**config.mk**
```make
export PLATFORM = sky130hd
export DESIGN_NAME = score_overlay_ctrl
export DESIGN_NICKNAME = d
export VERILOG_FILES = /design/src/rtl/score_overlay_ctrl.sv
export SDC_FILE = /design/constraint.sdc
export NUM_CORES = 1
export LEC_CHECK = 0
export CORE_ASPECT_RATIO = 1.1
export CORE_MARGIN = 1.5
export CORE_UTILIZATION = 30
export CTS_CLUSTER_SIZE = 12
export DETAILED_ROUTE_END_ITERATION = 10
export GPL_ROUTABILITY_DRIVEN = 0
export SYNTH_ARGS = -nofsm -noshare
export SYNTH_HDL_FRONTEND = slang
export SYNTH_SLANG_ARGS = --single-unit
```
**constraint.sdc**
```tcl
create_clock -name clk -period 4 [get_ports clk]
set_input_delay 0.8 -clock clk [delete_from_list [all_inputs] [get_ports clk]]
set_output_delay 0.8 -clock clk [all_outputs]
set_load 0.05 [all_outputs]
```
**src/rtl/score_overlay_ctrl.sv**
```systemverilog
// Score-panel overlay sequencer: window ROM addressing, frame-locked level-up
// blink/hold sequence, and pixel-valid/image-select aligned with ROM read data.
module score_overlay_ctrl #(
  parameter int WIN_X0       = 40,
  parameter int WIN_Y0       = 210,
  parameter int WIN_W        = 240,
  parameter int WIN_H        = 120,
  parameter int BLINK_FRAMES = 15,
  parameter int BLINK_COUNT  = 4,
  parameter int HOLD_FRAMES  = 60,
  parameter int ADDR_W       = 15
) (
  input  logic              clk,
  input  logic              rst,
  input  logic [10:0]       col_addr_sig,
  input  logic [10:0]       row_addr_sig,
  input  logic              frame_start,
  input  logic              levelup_sig,
  input  logic              game_over,
  output logic [ADDR_W-1:0] rom_addr,
  output logic              rom_sel,
  output logic              pix_valid,
  output logic [3:0]        level,
  output logic              busy
);

  localparam int FMAX = (BLINK_FRAMES > HOLD_FRAMES) ? BLINK_FRAMES : HOLD_FRAMES;
  localparam int FCW  = (FMAX > 1) ? $clog2(FMAX) : 1;
  localparam int BCW  = (BLINK_COUNT > 1) ? $clog2(BLINK_COUNT) : 1;

  typedef enum logic [2:0] {
    NORMAL    = 3'd0,
    BLINK_ON  = 3'd1,
    BLINK_OFF = 3'd2,
    HOLD      = 3'd3,
    FROZEN    = 3'd4
  } state_t;

  state_t         state_r, state_s;
  logic [FCW-1:0] frame_cnt_r, frame_cnt_s;
  logic [BCW-1:0] blink_cnt_r, blink_cnt_s;
  logic           pending_r;
  logic           consume_s;
  logic           busy_s;

  logic           in_win_s;
  logic [10:0]    col_off_s, row_off_s;
  logic [21:0]    addr_full_s;
  logic           valid_d1_r, sel_d1_r;
  logic           valid_s, sel_s;

  // Window test and linear ROM address for the current pixel
  always_comb begin
    in_win_s    = (col_addr_sig >= 11'(WIN_X0)) && (col_addr_sig < 11'(WIN_X0 + WIN_W)) &&
                  (row_addr_sig >= 11'(WIN_Y0)) && (row_addr_sig < 11'(WIN_Y0 + WIN_H));
    col_off_s   = col_addr_sig - 11'(WIN_X0);
    row_off_s   = row_addr_sig - 11'(WIN_Y0);
    addr_full_s = ({11'd0, row_off_s} * 22'(WIN_W)) + {11'd0, col_off_s};
  end

  // Overlay decode from the current state; BLINK_OFF blanks the panel
  always_comb begin
    valid_s = in_win_s && (state_r != BLINK_OFF);
    case (state_r)
      BLINK_ON, HOLD, FROZEN: sel_s = 1'b1;
      default:                sel_s = 1'b0;
    endcase
  end

  // Next-state logic; only frame_start cycles may change the image
  always_comb begin
    state_s     = state_r;
    frame_cnt_s = frame_cnt_r;
    blink_cnt_s = blink_cnt_r;
    consume_s   = 1'b0;
    if (frame_start) begin
      if (game_over || (state_r == FROZEN)) begin
        state_s     = FROZEN;
        frame_cnt_s = '0;
        blink_cnt_s = '0;
      end else if (pending_r) begin
        state_s     = BLINK_ON;
        frame_cnt_s = '0;
        blink_cnt_s = '0;
        consume_s   = 1'b1;
      end else begin
        case (state_r)
          BLINK_ON: begin
            if (frame_cnt_r == FCW'(BLINK_FRAMES - 1)) begin
              state_s     = BLINK_OFF;
              frame_cnt_s = '0;
            end else begin
              frame_cnt_s = frame_cnt_r + 1'b1;
            end
          end
          BLINK_OFF: begin
            if (frame_cnt_r == FCW'(BLINK_FRAMES - 1)) begin
              frame_cnt_s = '0;
              if (blink_cnt_r == BCW'(BLINK_COUNT - 1)) begin
                state_s     = HOLD;
                blink_cnt_s = '0;
              end else begin
                state_s     = BLINK_ON;
                blink_cnt_s = blink_cnt_r + 1'b1;
              end
            end else begin
              frame_cnt_s = frame_cnt_r + 1'b1;
            end
          end
          HOLD: begin
            if (frame_cnt_r == FCW'(HOLD_FRAMES - 1)) begin
              state_s     = NORMAL;
              frame_cnt_s = '0;
            end else begin
              frame_cnt_s = frame_cnt_r + 1'b1;
            end
          end
          default: state_s = state_r;
        endcase
      end
    end else begin
      state_s = state_r;
    end
  end

  // Busy decode of the next state so the registered flag tracks the state
  always_comb begin
    case (state_s)
      BLINK_ON, BLINK_OFF, HOLD: busy_s = 1'b1;
      default:                   busy_s = 1'b0;
    endcase
  end

  // State, counters, pending request and level register
  always_ff @(posedge clk) begin
    if (rst) begin
      state_r     <= NORMAL;
      frame_cnt_r <= '0;
      blink_cnt_r <= '0;
      pending_r   <= 1'b0;
      level       <= 4'd0;
      busy        <= 1'b0;
    end else begin
      state_r     <= state_s;
      frame_cnt_r <= frame_cnt_s;
      blink_cnt_r <= blink_cnt_s;
      busy        <= busy_s;
      // A new request wins over consumption so a same-cycle pulse waits a frame
      if (levelup_sig) begin
        pending_r <= 1'b1;
      end else if (consume_s) begin
        pending_r <= 1'b0;
      end else begin
        pending_r <= pending_r;
      end
      if (levelup_sig && (level != 4'd15)) begin
        level <= level + 4'd1;
      end else begin
        level <= level;
      end
    end
  end

  // Address register and two-stage alignment of valid/select with ROM data
  always_ff @(posedge clk) begin
    if (rst) begin
      rom_addr   <= '0;
      valid_d1_r <= 1'b0;
      sel_d1_r   <= 1'b0;
      pix_valid  <= 1'b0;
      rom_sel    <= 1'b0;
    end else begin
      rom_addr   <= in_win_s ? addr_full_s[ADDR_W-1:0] : '0;
      valid_d1_r <= valid_s;
      sel_d1_r   <= sel_s;
      pix_valid  <= valid_d1_r;
      rom_sel    <= sel_d1_r;
    end
  end

endmodule
```
==> flow_summary_export.csv, run 1 <==
group,metric,value,unit
outcome,run_status,"complete, no violations",
floorplan,die_area,10530,sq um
worst_setup_path,cp_slowest_stage_delay,0.55,ns
cells_and_area,insertedDiodeCount,0,
global_routing,groute.usage.overall,14.20,%
drt,drt_pre_antenna_iters,4,
placed_design,port_buffers,48,
cells_and_area,post_route_cells_drive_above_1_share,27.43,%
floorplan,core_area,9490,sq um
sta,timing.final.crit_period,3.897,ns
global_routing,number_of_global_route_vias_before_repair,2792,
drt,top_signal_layer_used,"met4",
clock_tree,cts_buffers,5,
worst_setup_path,timing.critical_path.buf_inv,6,
logic_synthesis,synthDominantCellAreaShare,24.20,%
drt,detail_route.wirelength.met1,3.163,mm
clock_tree,clockRootBuffer,"sky130_fd_sc_hd__clkbuf_8",
worst_setup_path,critical-path-top-cell-by-count,"sky130_fd_sc_hd__ha_4",
power,peakVddDrop,0.2432,mV
power,static-leakage-power,1.914,nW
floorplan,chipWidth,98.00,microns
logic_synthesis,ys.flop_type,"sky130_fd_sc_hd__dfxtp_1",
worst_setup_path,timing.critical_path.required,4.18,ns
cells_and_area,nets,539,
floorplan,rows,37,
logic_synthesis,post_synth_instance_area,2978,sq um
drt,avgRoutedWirePerCell,12.94,microns
drt,route.vias.total,2868,
drt,via_count_normalized_by_instance_count,4.853,
drt,drcViolationCount,0,
logic_synthesis,ys.warnings.count,0,
clock_tree,cts_htree_levels,2,
global_routing,largest_net_degree_at_the_start_of_global_routing,17,
clock_tree,worst_skew_pair.late_latency,0.29,ns
clock_tree,clkTransAtPathRegs,0.08,ns
worst_setup_path,crit_path_end_kind,"flip-flop",
logic_synthesis,cells_after_synth,367,
worst_setup_path,crit_path_max_fo,3,
clock_tree,ctsHoldBuffers,0,
clock_tree,cts_tree,"built",
worst_setup_path,cp.arrival,4.08,ns
logic_synthesis,synth_enable_flop_cells,0,
worst_setup_path,worst-r2r-cell-count,6,
logic_synthesis,number_of_register_bits_inferred_by_synthesis,36,
drt,ant_nets,0,
worst_setup_path,critical_path.top_delay_family,"adder cells",
placed_design,hpwl,6.059,mm
worst_setup_path,critical_path_depth,18,
cells_and_area,post-route-cell-area,4501,sq um
logic_synthesis,ys_async_sr_fraction,0,%
power,cellPowerDensity,515.2,nW/um^2
cells_and_area,final_util,47.42,%
floorplan,chipHeight,107.5,microns
logic_synthesis,yosysUniqueCellTypes,56,
floorplan,initial_utilization,31.38,%
hold_path,hold_depth,1,
sta,finalSetupViolations,0,
sta,finalMaxSlewViolations,0,
cells_and_area,commonest_non_fill_non_tap_cell_in_the_layout,"sky130_fd_sc_hd__buf_4",
logic_synthesis,synth_seq_area_share,24.20,%
hold_path,holdCritPathClass,"reg -> reg",
drt,met3_wirelength,211,microns
cells_and_area,areaGrowthSynthToFinish,51.13,%
clock_tree,max-clock-path-buffers,2,
cells_and_area,num-fill-cells,913,
cells_and_area,layout_common_cells,"sky130_fd_sc_hd__buf_4 (57), sky130_fd_sc_hd__nor2_1 (43), sky130_fd_sc_hd__clkdlybuf4s50_1 (42)",
global_routing,global_route.overflow_total,0,
sta,final_hold_viol_count,0,
sta,worst_clock_skew_on_the_final_layout,0.01093,ns
sta,fmax,0.2566,GHz
placed_design,placedInstanceArea,4051,sq um
global_routing,grt_antenna_before_repair,0,
sta,grt_setup_unrepaired,"true",
logic_synthesis,yosys.area.top_type,"sky130_fd_sc_hd__dfxtp_1",
sta,worst_slew_margin_rel,56.05,%
clock_tree,numClockSinks,36,
logic_synthesis,synthTopCellsByArea,"sky130_fd_sc_hd__dfxtp_1 (24%), sky130_fd_sc_hd__ha_1 (13%), sky130_fd_sc_hd__xnor2_1 (7.1%)",
worst_setup_path,critical_path.startpoint_type,"input pin",
drt,wl,7.645,mm
worst_setup_path,worst-setup-path-type,"in -> reg",
floorplan,ioPinCount,49,
drt,initialDrtViolationCount,84,
worst_setup_path,cell_chain_critical_path,"buf_8 -> clkinvlp_4 -> ha_4 -> inv_4 -> buf_12 -> ha_4 -> fa_1 -> inv_2 -> fa_2 -> inv_2 -> ha_4 -> o21a_1 -> o21ai_1 -> a21oi_4 -> o21ai_2 -> nand3b_1 -> xnor2_1 -> nor2_1",
worst_setup_path,critical-path-slowest-cell,"sky130_fd_sc_hd__fa_1",
logic_synthesis,synthesized_net_count,433,
logic_synthesis,synth.avg_cell_area,8.114,sq um
job,max-cap-violations,0,
global_routing,grt_pass1_wl,12.21,mm
drt,wl_met2,4.165,mm
sta,timing_worst_slew_pin_value,0.6592,ns
sta,min_period_over_period,97.43,%
## final timing paths
check,startpoint,to,slack (ns)
hold / removal,sel_d1_r,rom_sel,0.44
hold reg to reg,sel_d1_r,rom_sel,0.44
setup reg to reg,state_r[0],frame_cnt_r[1],2.00
setup / recovery,row_addr_sig[2],rom_addr[14],0.10
## through the flow
step / cells / worst slack [ns] / hold slack (ns) / total power [mW] / setup TNS [ns]
after floorplan: 367 / 0.02038 / 0.4138 / 1.225 / 0
after global placement: 575 / -0.5682 / 0.4183 / 1.651 / -3.213
after detailed placement: 575 / -0.6833 / 0.4254 / 1.676 / -3.667
after CTS: 588 / -0.007649 / 0.4443 / 2.092 / -0.007649
after global routing: 591 / -0.04850 / 0.4662 / 2.524 / -0.09674
final: 591 / 0.1027 / 0.4395 / 2.319 / 0
## final cells by class
cell class,instances,area [sq um],share of cell area [%]
multi-input cells,277,2371,52.68
repair buffers,110,980.9,21.80
flip-flops and latches,36,720.7,16.01
inverters,43,170.2,3.781
well taps,117,146.4,3.253
clock buffers,5,68.82,1.529
clock inverters,3,42.54,0.9452
## metal layers
layer  vias to the layer above  track usage, %
li1                       1445               -
met5                         -               0
met4                         0           4.694
met2                        44           28.23
met1                      1372           15.29
met3                         7           1.753
## power by group
group | internal, mW | leakage, nW | switching [mW]
clock network | 0.184 | 0.0541 | 0.129
registers | 0.367 | 0.292 | 0.00985
logic | 0.872 | 1.57 | 0.756
## timing repair
item / 4_1_cts / 5_1_grt
buffers inserted: 5 / 4
gates resized for setup: 15 / 54
endpoints found under the setup margin: 6 / 5
pin swaps: 10 / 35
## cells by family (layout without fill, tap and decap cells)
logic type / Yosys count / in the layout / share of synthesized area (%)
simple gates: 123 / 123 / 21.26
compound gates: 68 / 68 / 14.20
buf+inv: 54 / 161 / 7.395
xor+xnor: 43 / 43 / 12.90
fa+ha+maj: 39 / 39 / 18.66
flops: 36 / 36 / 24.20
mux: 4 / 4 / 1.387
## worst reg2reg max path: cells and delay by family, from the launching register on
kind,cells,cell delay [ns]
compound gates,3,0.84
flops,1,0.53
simple gates,2,0.33
xor+xnor,1,0.16
## sequential cells by signal, indices dropped and copies added, names as in the netlist, 2 cells and up
signal / cells
rom_addr: 15
frame_cnt_r: 6
level: 4
state_r: 3
blink_cnt_r: 2
## synth_stat cells (3+ instances only)
cell type	n
sky130_fd_sc_hd__dfxtp_1	36
sky130_fd_sc_hd__o211ai_1	3
sky130_fd_sc_hd__nand3_1	7
sky130_fd_sc_hd__nor3_1	7
sky130_fd_sc_hd__inv_1	43
sky130_fd_sc_hd__a211oi_1	3
sky130_fd_sc_hd__nand2_1	20
sky130_fd_sc_hd__nor2b_1	13
sky130_fd_sc_hd__ha_1	30
sky130_fd_sc_hd__mux2i_1	3
sky130_fd_sc_hd__a21oi_1	24
sky130_fd_sc_hd__xor2_1	18
sky130_fd_sc_hd__nand2b_1	5
sky130_fd_sc_hd__o21ai_0	17
sky130_fd_sc_hd__nor4_1	3
sky130_fd_sc_hd__nor3b_1	3
sky130_fd_sc_hd__clkbuf_1	7
sky130_fd_sc_hd__fa_1	9
sky130_fd_sc_hd__nor2_1	45
sky130_fd_sc_hd__xnor2_1	24
sky130_fd_sc_hd__a31oi_1	4
Power figures use the tool's default switching activity.
==> inputs of run 2 (changes only) <==
--- a/config.mk
+++ b/config.mk
@@ -5,12 +5,14 @@
 export SDC_FILE = /design/constraint.sdc
 export NUM_CORES = 1
 export LEC_CHECK = 0
+export ABC_AREA = 1
 export CORE_ASPECT_RATIO = 1.1
 export CORE_MARGIN = 1.5
 export CORE_UTILIZATION = 30
 export CTS_CLUSTER_SIZE = 12
 export DETAILED_ROUTE_END_ITERATION = 10
 export GPL_ROUTABILITY_DRIVEN = 0
+export SLEW_MARGIN = 20
 export SYNTH_ARGS = -nofsm -noshare
 export SYNTH_HDL_FRONTEND = slang
 export SYNTH_SLANG_ARGS = --single-unit
==> run 2 against run 1 <==
Non-clock buffer count fell by 2. Clock skew is 0.0065 ns lower. Die area rose by 9.0%. Global-route usage is 0.21 points lower. Combinational power fell by 21%. Clock power grew 14%. Highest routed layer unchanged.
==> flow_summary_export.csv, run 2 <==
group,metric,value,unit
sta,min_period_over_period,94.26,%
logic_synthesis,yosys.area.top_type,"sky130_fd_sc_hd__dfxtp_1",
drt,drcViolationCount,0,
sta,finalSetupViolations,0,
cells_and_area,final_util,44.66,%
global_routing,global_route.overflow_total,0,
cells_and_area,post_route_cells_drive_above_1_share,24.50,%
floorplan,core_area,10490,sq um
sta,worst_clock_skew_on_the_final_layout,0.004459,ns
worst_setup_path,ff2ff_setup_slack,2.24,ns
sta,timing_worst_slew_pin_value,0.5410,ns
logic_synthesis,yosysUniqueCellTypes,40,
clock_tree,cts_buffers,5,
logic_synthesis,synth_top_family_by_area,"simple AND/OR/NAND/NOR gates",
placed_design,port_buffers,48,
floorplan,rows,39,
clock_tree,clkTransAtPathRegs,0.05,ns
cells_and_area,largestRegisters,"rom_addr x15, frame_cnt_r x6, level x4",
logic_synthesis,ys.warnings.count,0,
logic_synthesis,muxShareOfSynthArea,0,%
power,peakVddDrop,0.1950,mV
power,share_clk_of_total_power,17.6,%
clock_tree,cts_htree_levels,2,
logic_synthesis,synth_seq_area_share,22.15,%
logic_synthesis,synth.avg_cell_area,6.710,sq um
drt,route.vias.total,3298,
cells_and_area,commonest_non_fill_non_tap_cell_in_the_layout,"sky130_fd_sc_hd__nand2_1",
clock_tree,max-clock-path-buffers,2,
power,share_comb_of_total_power,63.8,%
drt,via_count_normalized_by_instance_count,4.463,
floorplan,chipHeight,112.2,microns
logic_synthesis,synth_enable_flop_cells,0,
power,finalPower,2.027,mW
global_routing,grt_antenna_before_repair,0,
floorplan,chipWidth,102.3,microns
cells_and_area,finish.cell_count_without_fillers,739,
drt,ant_nets,0,
hold_path,holdCritPathClass,"reg -> reg",
global_routing,groute.usage.overall,13.98,%
placed_design,hpwl,6.301,mm
worst_setup_path,cp.arrival,3.93,ns
logic_synthesis,synthDominantCellAreaShare,22.15,%
outcome,run_status,"complete, no violations",
logic_synthesis,number_of_register_bits_inferred_by_synthesis,36,
power,internal_power,1.229,mW
sta,timing.final.crit_period,3.770,ns
cells_and_area,top_register,"rom_addr",
cells_and_area,layout_common_cells,"sky130_fd_sc_hd__nand2_1 (91), sky130_fd_sc_hd__inv_1 (85), sky130_fd_sc_hd__buf_4 (60)",
worst_setup_path,crit_path_end_kind,"flip-flop",
logic_synthesis,ys.flop_type,"sky130_fd_sc_hd__dfxtp_1",
sta,fmax,0.2652,GHz
logic_synthesis,ys_async_sr_fraction,0,%
cells_and_area,insertedDiodeCount,0,
worst_setup_path,worst-setup-path-type,"in -> reg",
power,seq_power_share,18.6,%
logic_synthesis,synth-xor-area-share,5.113,%
floorplan,die_area,11480,sq um
power,switching_share,39.34,%
sta,grt_setup_unrepaired,"false",
global_routing,largest_net_degree_at_the_start_of_global_routing,11,
worst_setup_path,timing.critical_path.required,4.16,ns
clock_tree,worst_skew_pair.late_latency,0.27,ns
worst_setup_path,crit_path_max_fo,5,
logic_synthesis,synthesized_net_count,551,
power,static-leakage-power,2.310,nW
sta,finalMaxSlewViolations,0,
power,switching_power,0.7973,mW
drt,drt_pre_antenna_iters,4,
logic_synthesis,cells_after_synth,485,
floorplan,initial_utilization,31.02,%
sta,final_hold_viol_count,0,
clock_tree,numClockSinks,36,
cells_and_area,nets,662,
cells_and_area,largest_register_ff_count,15,
worst_setup_path,critical_path.startpoint_type,"input pin",
global_routing,grt_pass1_wl,13.27,mm
logic_synthesis,synth_fa_ha_area_share,17.07,%
logic_synthesis,synth_simple_gate_area_share,31.80,%
power,cellPowerDensity,432.5,nW/um^2
logic_synthesis,top_count_cell_post_synth,"sky130_fd_sc_hd__nand2_1",
logic_synthesis,synthTopCellsByArea,"sky130_fd_sc_hd__dfxtp_1 (22%), sky130_fd_sc_hd__ha_1 (12%), sky130_fd_sc_hd__nand2_1 (11%)",
global_routing,number_of_global_route_vias_before_repair,3281,
logic_synthesis,post_synth_instance_area,3254,sq um
placed_design,placed_cells,722,
cells_and_area,areaGrowthSynthToFinish,43.98,%
job,max-cap-violations,0,
logic_synthesis,synth_compound_gate_area_share,11.50,%
clock_tree,ctsHoldBuffers,0,
drt,initialDrtViolationCount,81,
drt,avgRoutedWirePerCell,10.39,microns
sta,worst_slew_margin_rel,63.82,%
floorplan,ioPinCount,49,
clock_tree,cts_tree,"built",
clock_tree,clockRootBuffer,"sky130_fd_sc_hd__clkbuf_16",
logic_synthesis,post_synth_most_frequent_cells,"sky130_fd_sc_hd__nand2_1 (97), sky130_fd_sc_hd__inv_1 (93), sky130_fd_sc_hd__nor2_1 (45), sky130_fd_sc_hd__dfxtp_1 (36), sky130_fd_sc_hd__nand3_1 (31)",
drt,wl,7.678,mm
run 2: cell types whose count changed after synthesis, sizes merged, moves of 6 or more:
cell	delta
nor2b	-13
o21ai	-6
inv	+59
nand3	+25
nand4	+6
xnor2	-14
xor2	-10
nor2	+6
nand2	+98
run 2: area by class of cell:
cell class / instances / area, sq um
well taps: 143 / 178.9
flip-flops and latches: 36 / 720.7
clock inverters: 1 / 5.005
multi-input cells: 343 / 2352
inverters: 102 / 382.9
clock buffers: 6 / 128.9
repair buffers: 108 / 917.1
fillers: 1044 / 5806
run 2: what timing repair did:
item,CTS,global route
setup endpoints to repair,6,5
cloned,0,0
buffers inserted,8,2
resized for setup,21,25
pin swaps,15,18
run 2: worst paths after layout:
kind,from,to,cells past startpoint
worst min-delay path,sel_d1_r,rom_sel,2
worst min register to register,sel_d1_r,rom_sel,2
worst max-delay path,row_addr_sig[2],rom_addr[14],27
worst max register to register,state_r[0],frame_cnt_r[4],11
run 2: layer usage:
| metal | up-vias | wire length (microns) | track usage (%) | part of all wire (%) |
|---|---|---|---|---|
| li1 | 1751 | - | - | - |
| met4 | 0 | 53 | 2.557 | 0.69 |
| met2 | 49 | 4126 | 27.81 | 54 |
| met1 | 1493 | 3291 | 15.27 | 43 |
| met3 | 5 | 208 | 2.117 | 2.7 |
| met5 | - | 0 | 0 | 0 |
run 2: critical path, stage by stage:
cell,delay [ns]
sky130_fd_sc_hd__buf_2,0.12
sky130_fd_sc_hd__inv_2,0.08
sky130_fd_sc_hd__ha_4,0.15
sky130_fd_sc_hd__inv_2,0.04
sky130_fd_sc_hd__nand2_2,0.07
sky130_fd_sc_hd__nand2_4,0.08
sky130_fd_sc_hd__buf_4,0.13
sky130_fd_sc_hd__buf_4,0.12
sky130_fd_sc_hd__buf_4,0.12
sky130_fd_sc_hd__buf_4,0.11
sky130_fd_sc_hd__buf_4,0.12
sky130_fd_sc_hd__a31o_2,0.24
sky130_fd_sc_hd__inv_2,0.05
sky130_fd_sc_hd__fa_1,0.39
sky130_fd_sc_hd__inv_2,0.08
sky130_fd_sc_hd__ha_4,0.21
sky130_fd_sc_hd__nand2_2,0.07
sky130_fd_sc_hd__inv_1,0.04
sky130_fd_sc_hd__nand4_1,0.06
sky130_fd_sc_hd__o211ai_1,0.14
sky130_fd_sc_hd__xnor2_1,0.17
sky130_fd_sc_hd__nor2_1,0.16
sky130_fd_sc_hd__nand2_2,0.08
sky130_fd_sc_hd__nor2_2,0.12
sky130_fd_sc_hd__nand3_1,0.07
sky130_fd_sc_hd__nand2_1,0.06
sky130_fd_sc_hd__nor2_1,0.04
run 2: metrics by stage:
stage,instance area (sq um),setup WS [ns],hold WS [ns],setup TNS [ns]
after floorplan,3296,0.0005786,0.3883,0
after CTS,4599,0.007480,0.4086,0
after global placement,4309,-0.5581,0.3917,-2.691
after detailed placement,4309,-0.6547,0.3993,-3.337
final,4686,0.2298,0.4048,0
after global routing,4686,0.005064,0.4555,0
run 2: kinds of logic after synthesis:
family                   count (synthesis)
AND/OR/NAND/NOR                        223
buffers and inverters                  106
AO/OA/AOI/OAI                           62
adder cells (fa/ha/maj)                 39
flip-flops                              36
XOR/XNOR                                19
run 2: power groups by stage:
stage          registers [mW]  clock network, mW  logic, mW
2_1_floorplan           0.396                  0      0.718
3_5_place_dp            0.384                  0       1.09
6_report                0.376              0.357       1.29
4_1_cts                 0.376              0.366       1.21
5_1_grt                 0.377              0.384       1.46
3_3_place_gp            0.383                  0       1.06
